===== src/rtl/vga_timing_pkg.sv =====
// vga_timing_pkg: shared types and constants for the VGA timing generator.
//   phase_e            - phase of one scan axis (active, front porch, sync, back porch)
//   DEF_*              - default 640x480@60 timing (25 MHz pixel clock)
//   clog2()            - counter width for a given number of states (minimum 1)
package vga_timing_pkg;

    typedef enum logic [1:0] {
        PH_ACT = 2'd0,
        PH_FP  = 2'd1,
        PH_SY  = 2'd2,
        PH_BP  = 2'd3
    } phase_e;

    localparam int unsigned DEF_H_ACTIVE = 640;
    localparam int unsigned DEF_H_FRONT  = 16;
    localparam int unsigned DEF_H_SYNC   = 96;
    localparam int unsigned DEF_H_BACK   = 48;
    localparam int unsigned DEF_V_ACTIVE = 480;
    localparam int unsigned DEF_V_FRONT  = 10;
    localparam int unsigned DEF_V_SYNC   = 2;
    localparam int unsigned DEF_V_BACK   = 33;

    // Smallest width w (>= 1) with 2**w >= value.
    function automatic int unsigned clog2(input int unsigned value);
        int unsigned w;
        w = 1;
        for (int i = 1; i < 32; i++) begin
            if ((64'd1 << i) < 64'(value)) begin
                w = i + 1;
            end
        end
        return w;
    endfunction

endpackage


===== src/rtl/vga_axis_counter.sv =====
// vga_axis_counter: position counter plus phase FSM for one scan axis.
// Ports:
//   clk, rst  - system clock, synchronous active-high reset
//   advance   - step the counter by one position this clock
//   count     - current position, 0..ACTIVE+FRONT+SYNC+BACK-1
//   phase     - current phase (ACT -> FP -> SY -> BP -> ACT)
//   syncOut   - POL while in the sync phase, ~POL otherwise
//   wrap      - high when this advance takes count from its last value to 0
// Zero-width porches are skipped; SYNC must be at least 1.
module vga_axis_counter
    import vga_timing_pkg::*;
#(
    parameter int unsigned ACTIVE = DEF_H_ACTIVE,
    parameter int unsigned FRONT  = DEF_H_FRONT,
    parameter int unsigned SYNC   = DEF_H_SYNC,
    parameter int unsigned BACK   = DEF_H_BACK,
    parameter bit          POL    = 1'b0
) (
    input  logic                                          clk,
    input  logic                                          rst,
    input  logic                                          advance,
    output logic [clog2(ACTIVE+FRONT+SYNC+BACK)-1:0]      count,
    output phase_e                                        phase,
    output logic                                          syncOut,
    output logic                                          wrap
);

    localparam int unsigned TOTAL = ACTIVE + FRONT + SYNC + BACK;
    localparam int unsigned CNT_W = clog2(TOTAL);

    // Last count value of each phase.
    localparam logic [CNT_W-1:0] ACT_END = CNT_W'(ACTIVE - 1);
    localparam logic [CNT_W-1:0] FP_END  = CNT_W'(ACTIVE + FRONT - 1);
    localparam logic [CNT_W-1:0] SY_END  = CNT_W'(ACTIVE + FRONT + SYNC - 1);
    localparam logic [CNT_W-1:0] TOT_END = CNT_W'(TOTAL - 1);

    logic [CNT_W-1:0] count_q, count_d;
    phase_e           phase_q, phase_d;

    assign wrap = advance && (count_q == TOT_END);

    always_comb begin
        count_d = count_q;
        phase_d = phase_q;
        if (advance) begin
            count_d = wrap ? '0 : count_q + 1'b1;
            unique case (phase_q)
                PH_ACT: begin
                    if (count_q == ACT_END) begin
                        phase_d = (FRONT != 0) ? PH_FP : PH_SY;
                    end
                end
                PH_FP: begin
                    if (count_q == FP_END) begin
                        phase_d = PH_SY;
                    end
                end
                PH_SY: begin
                    if (count_q == SY_END) begin
                        phase_d = (BACK != 0) ? PH_BP : PH_ACT;
                    end
                end
                PH_BP: begin
                    if (count_q == TOT_END) begin
                        phase_d = PH_ACT;
                    end
                end
                default: phase_d = PH_ACT;
            endcase
        end
    end

    always_ff @(posedge clk) begin
        if (rst) begin
            count_q <= '0;
            phase_q <= PH_ACT;
        end else begin
            count_q <= count_d;
            phase_q <= phase_d;
        end
    end

    assign count   = count_q;
    assign phase   = phase_q;
    assign syncOut = (phase_q == PH_SY) ? POL : ~POL;

endmodule


===== src/rtl/vga_timing_gen.sv =====
// vga_timing_gen: parametrised VGA timing generator.
// Divides clk by CLK_DIV to the pixel rate and produces registered syncs, visibility and
// coordinates for any mode. Each pixel is held for CLK_DIV clocks, starting in the clock
// where pixelEn is high.
// Ports:
//   clk, rst       - system clock, synchronous active-high reset
//   hSync, vSync   - syncs, asserted level HSYNC_POL / VSYNC_POL
//   row, column    - coordinates of the visible pixel, 0 during blanking
//   displayActive  - pixel at (row, column) is visible
//   pixelEn        - one-clock strobe marking the start of each pixel
//   lineStart      - high for the pixel at hCount 0
//   frameStart     - high for the pixel at hCount 0, vCount 0
// Optional macro VGA_SYNC_PIPE_EN: delays hSync, vSync and displayActive by PIPE_STAGES
// pixels; coordinates and start pulses stay undelayed.
module vga_timing_gen
    import vga_timing_pkg::*;
#(
    parameter int unsigned CLK_DIV     = 2,
    parameter int unsigned H_ACTIVE    = DEF_H_ACTIVE,
    parameter int unsigned H_FRONT     = DEF_H_FRONT,
    parameter int unsigned H_SYNC      = DEF_H_SYNC,
    parameter int unsigned H_BACK      = DEF_H_BACK,
    parameter int unsigned V_ACTIVE    = DEF_V_ACTIVE,
    parameter int unsigned V_FRONT     = DEF_V_FRONT,
    parameter int unsigned V_SYNC      = DEF_V_SYNC,
    parameter int unsigned V_BACK      = DEF_V_BACK,
    parameter bit          HSYNC_POL   = 1'b0,
    parameter bit          VSYNC_POL   = 1'b0,
    parameter int unsigned COL_W       = 10,
    parameter int unsigned ROW_W       = 9,
    parameter int unsigned PIPE_STAGES = 2
) (
    input  logic             clk,
    input  logic             rst,
    output logic             hSync,
    output logic             vSync,
    output logic [ROW_W-1:0] row,
    output logic [COL_W-1:0] column,
    output logic             displayActive,
    output logic             pixelEn,
    output logic             lineStart,
    output logic             frameStart
);

    localparam int unsigned H_TOTAL = H_ACTIVE + H_FRONT + H_SYNC + H_BACK;
    localparam int unsigned V_TOTAL = V_ACTIVE + V_FRONT + V_SYNC + V_BACK;
    localparam int unsigned DIV_W   = clog2(CLK_DIV);
    localparam int unsigned HC_W    = clog2(H_TOTAL);
    localparam int unsigned VC_W    = clog2(V_TOTAL);
    localparam logic [DIV_W-1:0] DIV_LAST = DIV_W'(CLK_DIV - 1);

    logic [DIV_W-1:0] div_q, div_d;
    logic             pix_adv;

    // Counters step in the same clock the pixel at their current position is registered out.
    assign pix_adv = (div_q == '0);
    assign div_d   = (div_q == DIV_LAST) ? '0 : div_q + 1'b1;

    logic [HC_W-1:0] h_count;
    logic [VC_W-1:0] v_count;
    phase_e          h_phase, v_phase;
    logic            h_sync, v_sync, h_wrap, v_wrap_unused;

    vga_axis_counter #(
        .ACTIVE (H_ACTIVE),
        .FRONT  (H_FRONT),
        .SYNC   (H_SYNC),
        .BACK   (H_BACK),
        .POL    (HSYNC_POL)
    ) u_hcount (
        .clk     (clk),
        .rst     (rst),
        .advance (pix_adv),
        .count   (h_count),
        .phase   (h_phase),
        .syncOut (h_sync),
        .wrap    (h_wrap)
    );

    vga_axis_counter #(
        .ACTIVE (V_ACTIVE),
        .FRONT  (V_FRONT),
        .SYNC   (V_SYNC),
        .BACK   (V_BACK),
        .POL    (VSYNC_POL)
    ) u_vcount (
        .clk     (clk),
        .rst     (rst),
        .advance (h_wrap),
        .count   (v_count),
        .phase   (v_phase),
        .syncOut (v_sync),
        .wrap    (v_wrap_unused)
    );

    logic visible;
    assign visible = (h_phase == PH_ACT) && (v_phase == PH_ACT);

    logic             hsync_q, vsync_q, active_q, pix_en_q, line_start_q, frame_start_q;
    logic [ROW_W-1:0] row_q;
    logic [COL_W-1:0] col_q;

    always_ff @(posedge clk) begin
        if (rst) begin
            div_q         <= '0;
            pix_en_q      <= 1'b0;
            hsync_q       <= ~HSYNC_POL;
            vsync_q       <= ~VSYNC_POL;
            active_q      <= 1'b0;
            row_q         <= '0;
            col_q         <= '0;
            line_start_q  <= 1'b0;
            frame_start_q <= 1'b0;
        end else begin
            div_q    <= div_d;
            pix_en_q <= pix_adv;
            if (pix_adv) begin
                hsync_q       <= h_sync;
                vsync_q       <= v_sync;
                active_q      <= visible;
                row_q         <= visible ? ROW_W'(v_count) : '0;
                col_q         <= visible ? COL_W'(h_count) : '0;
                line_start_q  <= (h_count == '0);
                frame_start_q <= (h_count == '0) && (v_count == '0);
            end
        end
    end

`ifdef VGA_SYNC_PIPE_EN
    // Delays syncs to line up with pixel data fetched using the undelayed coordinates.
    logic [PIPE_STAGES-1:0] hs_pipe_q, vs_pipe_q, act_pipe_q;

    always_ff @(posedge clk) begin
        if (rst) begin
            hs_pipe_q  <= {PIPE_STAGES{~HSYNC_POL}};
            vs_pipe_q  <= {PIPE_STAGES{~VSYNC_POL}};
            act_pipe_q <= '0;
        end else if (pix_adv) begin
            hs_pipe_q  <= (hs_pipe_q << 1) | PIPE_STAGES'(hsync_q);
            vs_pipe_q  <= (vs_pipe_q << 1) | PIPE_STAGES'(vsync_q);
            act_pipe_q <= (act_pipe_q << 1) | PIPE_STAGES'(active_q);
        end
    end

    assign hSync         = hs_pipe_q[PIPE_STAGES-1];
    assign vSync         = vs_pipe_q[PIPE_STAGES-1];
    assign displayActive = act_pipe_q[PIPE_STAGES-1];
`else
    localparam int unsigned unused_pipe_stages = PIPE_STAGES;

    assign hSync         = hsync_q;
    assign vSync         = vsync_q;
    assign displayActive = active_q;
`endif

    assign row        = row_q;
    assign column     = col_q;
    assign pixelEn    = pix_en_q;
    assign lineStart  = line_start_q;
    assign frameStart = frame_start_q;

endmodule


===== config.mk =====
export PLATFORM = sky130hd
export DESIGN_NAME = vga_timing_gen
export DESIGN_NICKNAME = d
export VERILOG_FILES = /design/src/rtl/vga_timing_pkg.sv /design/src/rtl/vga_axis_counter.sv /design/src/rtl/vga_timing_gen.sv
export SDC_FILE = /design/constraint.sdc
export NUM_CORES = 1
export LEC_CHECK = 0
export CAP_MARGIN = 20
export CORE_MARGIN = 3
export CORE_UTILIZATION = 45
export CTS_CLUSTER_SIZE = 20
export DETAILED_ROUTE_END_ITERATION = 8
export GPL_TIMING_DRIVEN = 0
export PLACE_DENSITY_LB_ADDON = 0.25
export SLEW_MARGIN = 20
export SYNTH_ARGS = -nofsm -noshare
export SYNTH_HDL_FRONTEND = slang
export SYNTH_HIERARCHICAL = 1
export SYNTH_SLANG_ARGS = --single-unit

===== constraint.sdc =====
create_clock -name clk -period 4 [get_ports clk]
set_input_delay 1 -clock clk [delete_from_list [all_inputs] [get_ports clk]]
set_output_delay 1 -clock clk [all_outputs]
set_load 0.005 [all_outputs]

==> results of run 1 <==
-- cell usage after synthesis (2+ instances only) --
cell / count
a211o_1: 2
a21oi_1: 24
buf_2: 5
buf_6: 4
clkbuf_1: 3
dfxtp_1: 50
ha_1: 14
inv_1: 13
mux2i_1: 5
nand2_1: 39
nand2b_1: 5
nand3_1: 20
nand3_2: 3
nand4_1: 6
nand4b_1: 2
nor2_1: 25
nor2b_1: 2
nor3_1: 3
nor4_1: 6
o21ai_0: 2
o22ai_1: 2
o31a_1: 2
o41ai_1: 2
or3_1: 2
xnor2_1: 6
xor2_1: 10
-- cells by family after synthesis --
logic type | Yosys count | synth area share
fa+ha+maj | 14 | 0.0707
xor+xnor | 16 | 0.0566
flops | 50 | 0.404
compound gates | 39 | 0.101
mux | 5 | 0.0202
buf+inv | 29 | 0.0647
simple gates | 129 | 0.282
-- metal layers --
| layer | vias to the layer above | global-route usage | wire, µm |
|---|---|---|---|
| li1 | 1028 | - | - |
| met4 | 0 | 0.0456 | 25 |
| met1 | 914 | 0.232 | 2460 |
| met2 | 47 | 0.246 | 2020 |
| met3 | 2 | 0.0336 | 210 |
| met5 | - | 0 | 0 |
-- final timing paths --
kind | slack [ps] | cells after the start | end | start
worst max-delay path | 1360 | 10 | u_vcount/phase[0] | div_q
worst min-delay path | 470 | 2 | column[1] | column[1]
worst max register to register | 1360 | 10 | u_vcount/phase[0] | div_q
worst min register to register | 470 | 2 | column[1] | column[1]
-- state kept, by name, indices dropped and copies added (netlist names) --
register        cells
u_vcount/count     10
div_q               1
displayActive       1
vSync               1
column             10
lineStart           1
u_hcount/count     10
row                 9
pixelEn             1
hSync               1
frameStart          1
u_hcount/phase      2
u_vcount/phase      2
-- layout by cell type (no fill, tap or decap), types with 2 or more instances in the layout --
cell type | netlist | routed
clkbuf_8 | 1 | 7
nor2b_1 | 2 | 2
nand4b_1 | 2 | 2
a21oi_1 | 24 | 24
xnor2_1 | 6 | 6
dfxtp_1 | 50 | 50
nand4_1 | 6 | 6
nand3_1 | 20 | 20
nand2b_1 | 5 | 5
buf_2 | 5 | 5
nor4_1 | 6 | 6
nor3_1 | 3 | 3
o21ai_0 | 2 | 2
clkdlybuf4s50_1 | 0 | 26
nor2_1 | 25 | 25
a211o_1 | 2 | 2
buf_6 | 4 | 4
o22ai_1 | 2 | 2
or3_1 | 2 | 2
ha_1 | 14 | 14
xor2_1 | 10 | 10
nand3_2 | 3 | 3
o31a_1 | 2 | 2
inv_1 | 13 | 13
clkbuf_1 | 3 | 3
nand2_1 | 39 | 39
o41ai_1 | 2 | 2
mux2i_1 | 5 | 5
-- stage by stage --
step	hold WS, ps	setup slack (ps)
floorplan	453	1790
global placement	451	1340
detailed placement	454	1310
CTS	468	1350
global route	489	1160
finish	466	1360
-- worst max-delay path: stages, from the launching register on --
cell	delay, ps
dfxtp_1	340
inv_1	110
buf_2	220
clkbuf_2	220
nand4_1	240
nor4_1	330
buf_2	280
nand3_1	90
o32ai_1	260
and4_1	290
mux2i_1	180
-- final cells by class --
class / count / area (µm²)
inverter: 13 / 48.8
clock buffer: 6 / 82.6
sequential: 50 / 1000
buffer: 16 / 111
tap: 70 / 87.6
fill: 478 / 2270
timing repair buffer: 26 / 260
clock inverter: 1 / 30.0
multi-input combinational: 203 / 1320
-- power breakdown --
group | leakage [nW] | switching, mW | internal, mW | total, mW
Combinational | 0.564 | 0.0339 | 0.0315 | 0.0654
Clock | 0.0573 | 0.160 | 0.200 | 0.360
Sequential | 0.405 | 0.00877 | 0.509 | 0.517
Total | 1.03 | 0.203 | 0.740 | 0.943
==> impl_metrics.toml, run 1 <==
[synthesis]
synthCells = 282
yosysTopAreaCellShare = 0.404
ys_warn_count = 6
synth_nets = 298
synth_top_area_cell = "dfxtp_1"
synthArstFlopShare = 0
postSynthAreaPerCell_um2 = 8.78
ys_seq_area_frac = 0.404
synth_edf_count = 0
ys_ff_latch = 50
syn_area_mm2 = 0.00248
synth_cell_types = 51
ys_top_cells_by_area = "dfxtp_1 (40%), ha_1 (7.1%), nand2_1 (5.9%)"
synth_top_flop_cell = "dfxtp_1"

[global_routing]
grt_pass1_wl_um = 8420
grt_antenna_before_repair = 0
grt_usage = 0.162
grt_pass1_vias = 1763
grt_max_degree = 15
grt_remaining_overflow = 0

[timing]
tightestPinTransition_ps = 427
slew_headroom = 0.715
rsz0062_at_grt = "no"
tns_ps = 0
fmax_ghz = 0.379
period_needed_ps = 2640
fin_skew_ps = 4.66
hold_viol = 0
slew_violations = 0
fin_crit_sh = 0.660
final-setup-viol-count = 0

[cells_and_area]
layout.cells.non_filler = 385
layout.nets = 331
antenna_cells = 0
drive_gt1_frac = 0.111
fin_util = 0.564
area_delta_synth_final_pct = 18.6
fin_area_mm2 = 0.00294

[worst_setup_path]
crit_type = "flop to flop"
cp.arrival_ps = 2870
critPathRequiredTime_ps = 4230
start_kind = "flop"
critical_path.max_fanout = 10
endpoint_kind = "flop"

[die]
dieArea_mm2 = 0.00643
die_x_um = 80.2
fp-row-count = 26
start_util = 0.476
io_pins = 27
fp.dieH_um = 80.2
core_mm2 = 0.00520

[flow_run]
drv_cap = 0

[place]
hpwl_um = 3460
globalplace.congestion = 0.841
io_buffers = 26
place_area_mm2 = 0.00282
dpl.cell_count = 378

[routing]
drt_wl_total_um = 4720
drt_first_pass_iters = 4
routedWlPerCell_um = 12.3
drc = 0
vias = 1991
drtIter0Drc = 128
ant_nets = 0
vias_per_cell = 5.17

[worst_hold_path]
min_path_type = "flop to flop"

[clocking]
root_buffer = "clkbuf_8"
cts_resized = 0
cts_buffer_depth = 2
post-cts-setup-buffers = 0
clk_pin_slew_ps = 90
htreeDepth = 2
cts_tree = "built"
clkSinkCount = 50
cts_hold_repair.buffers = 0
cts_buffers = 5
clock_latency_ps = 300

[power]
p_per_area_mw_per_mm2 = 321
p_total_uw = 943
p_leak_nw = 1.03
ir_drop_mv = 0.134

[run_status]
outcome = "completed"
No activity file was read; power rests on OpenSTA's default activity.
==> inputs of run 2 (changes only) <==
Clock period 4 ns to 2.75 ns, I/O delays scaled along.
==> impl_metrics.toml, run 2 (synthesized netlist as in run 1, its figures left out) <==
[worst_setup_path]
crit_chain = "inv_1 -> buf_2 -> clkbuf_2 -> nand4_1 -> nor4_2 -> buf_2 -> nand3_1 -> o32ai_1 -> and4_1 -> mux2i_1"
critPathRequiredTime_ps = 2980
endpoint = "u_vcount/phase[0]"
rr_endpoint = "u_vcount/phase[0]"
slowest_delay_ps = 340
reg2reg_setup_slack_ps = 260
cp.arrival_ps = 2720
slowest_stage = "dfxtp_1"
rr_worst_depth = 10
crit_start = "div_q"
critical_path.max_fanout = 10
start_kind = "flop"
endpoint_kind = "flop"
timing.rr.start = "div_q"
crit_type = "flop to flop"
critPathMostFrequentCell = "buf_2"

[place]
hpwl_um = 3460
place_area_mm2 = 0.00282
dpl.cell_count = 378
io_buffers = 26
globalplace.congestion = 0.841

[clocking]
cts_buffers = 5
clkSinkCount = 50
clk_pin_slew_ps = 90
cts_buffer_depth = 2
root_buffer = "clkbuf_8"
cts_tree = "built"
htreeDepth = 2
clock_latency_ps = 300

[routing]
ant_nets = 0
vias_per_cell = 5.22
routedWlPerCell_um = 12.4
drt_wl_total_um = 4800
drtIter0Drc = 121
vias = 2013
drt_first_pass_iters = 4
drc = 0

[run_status]
outcome = "completed"

[cells_and_area]
final_cell_mix = "dfxtp_1 (50), nand2_1 (39), clkdlybuf4s50_1 (26)"
antenna_cells = 0
drive_gt1_frac = 0.117
layout.cells.non_filler = 386
fin_area_mm2 = 0.00295
layout_commonest_cell = "dfxtp_1"
multiInputGateArea_mm2 = 0.00132
area_delta_synth_final_pct = 19.2
layout.nets = 332
seq_area_mm2 = 0.00100
n_fill_cell = 479

[global_routing]
grt_pass1_vias = 1763
grt_remaining_overflow = 0
grt_max_degree = 15
grt_antenna_before_repair = 0
grt_pass1_wl_um = 8420
grt_usage = 0.162

[timing]
final-setup-viol-count = 0
period_needed_ps = 2490
rsz0062_at_grt = "no"
fin_skew_ps = 5.57
fin_crit_sh = 0.906
hold_viol = 0
slew_headroom = 0.709
tns_ps = 0
fmax_ghz = 0.401
slew_violations = 0
whs_ps = 466
tightestPinTransition_ps = 437

[die]
die_x_um = 80.2
io_pins = 27
dieArea_mm2 = 0.00643
start_util = 0.476
core_mm2 = 0.00520
fp.dieH_um = 80.2
fp-row-count = 26

[power]
p_per_area_mw_per_mm2 = 467
p_total_mw = 1.38
ir_drop_mv = 0.195
p_leak_nw = 1.03

[flow_run]
drv_cap = 0

[worst_hold_path]
min_path_type = "flop to flop"
[run 2: cell count changes in the layout (fill, tap and decap cells not counted)]
cell,delta
nor4_2,+1
nor4_1,-1
buf_4,+1
[run 2: metal layers]
layer  vias up  wire [µm]  global-route usage
met4         0         56              0.0456
li1       1034          -                   -
met3         6        177              0.0336
met5         -          0                   0
met1       934       2490               0.232
met2        39       2080               0.246
[run 2: worst min path at each step]
stage               slack [ps]        end       from  depth (start not counted)
finish                     470  column[1]  column[1]                          2
global route               490  column[0]  column[0]                          2
CTS                        470  column[1]  column[1]                          2
detailed placement         450  column[1]  column[1]                          2
global placement           450  column[0]  column[0]                          2
floorplan                  450  column[0]  column[0]                          2
[run 2: power by group]
part           internal, mW  switching (mW)
Clock                 0.291           0.237
Combinational        0.0459          0.0496
Sequential            0.740          0.0128
[run 2: metrics by stage]
stage                     utilization  setup WS, ps
after floorplan                     -           539
after global placement          0.543           202
after detailed placement        0.543           124
after CTS                       0.564           100
after global routing            0.567          50.1
final                           0.567           259
[run 2: timing repair]
action,CTS,global route
endpoints found under the setup margin,0,12
gates resized for setup,0,1
hold buffers,0,0
setup buffers,0,1
[run 2: area by class of cell]
class | instances | area share
plain buffers | 16 | 0.0377
clock buffers | 6 | 0.0280
clock inverters | 1 | 0.0102
inverters | 13 | 0.0165
multi-input cells | 203 | 0.448
flip-flops and latches | 50 | 0.339
well taps | 70 | 0.0297
repair buffers | 27 | 0.0908
[run 2: critical path, delay by kind of cell (launching register included)]
| family | cells | cell delay (ps) |
|---|---|---|
| buf+inv | 4 | 820 |
| simple gates | 4 | 820 |
| flops | 1 | 340 |
| compound gates | 1 | 260 |
| mux | 1 | 180 |
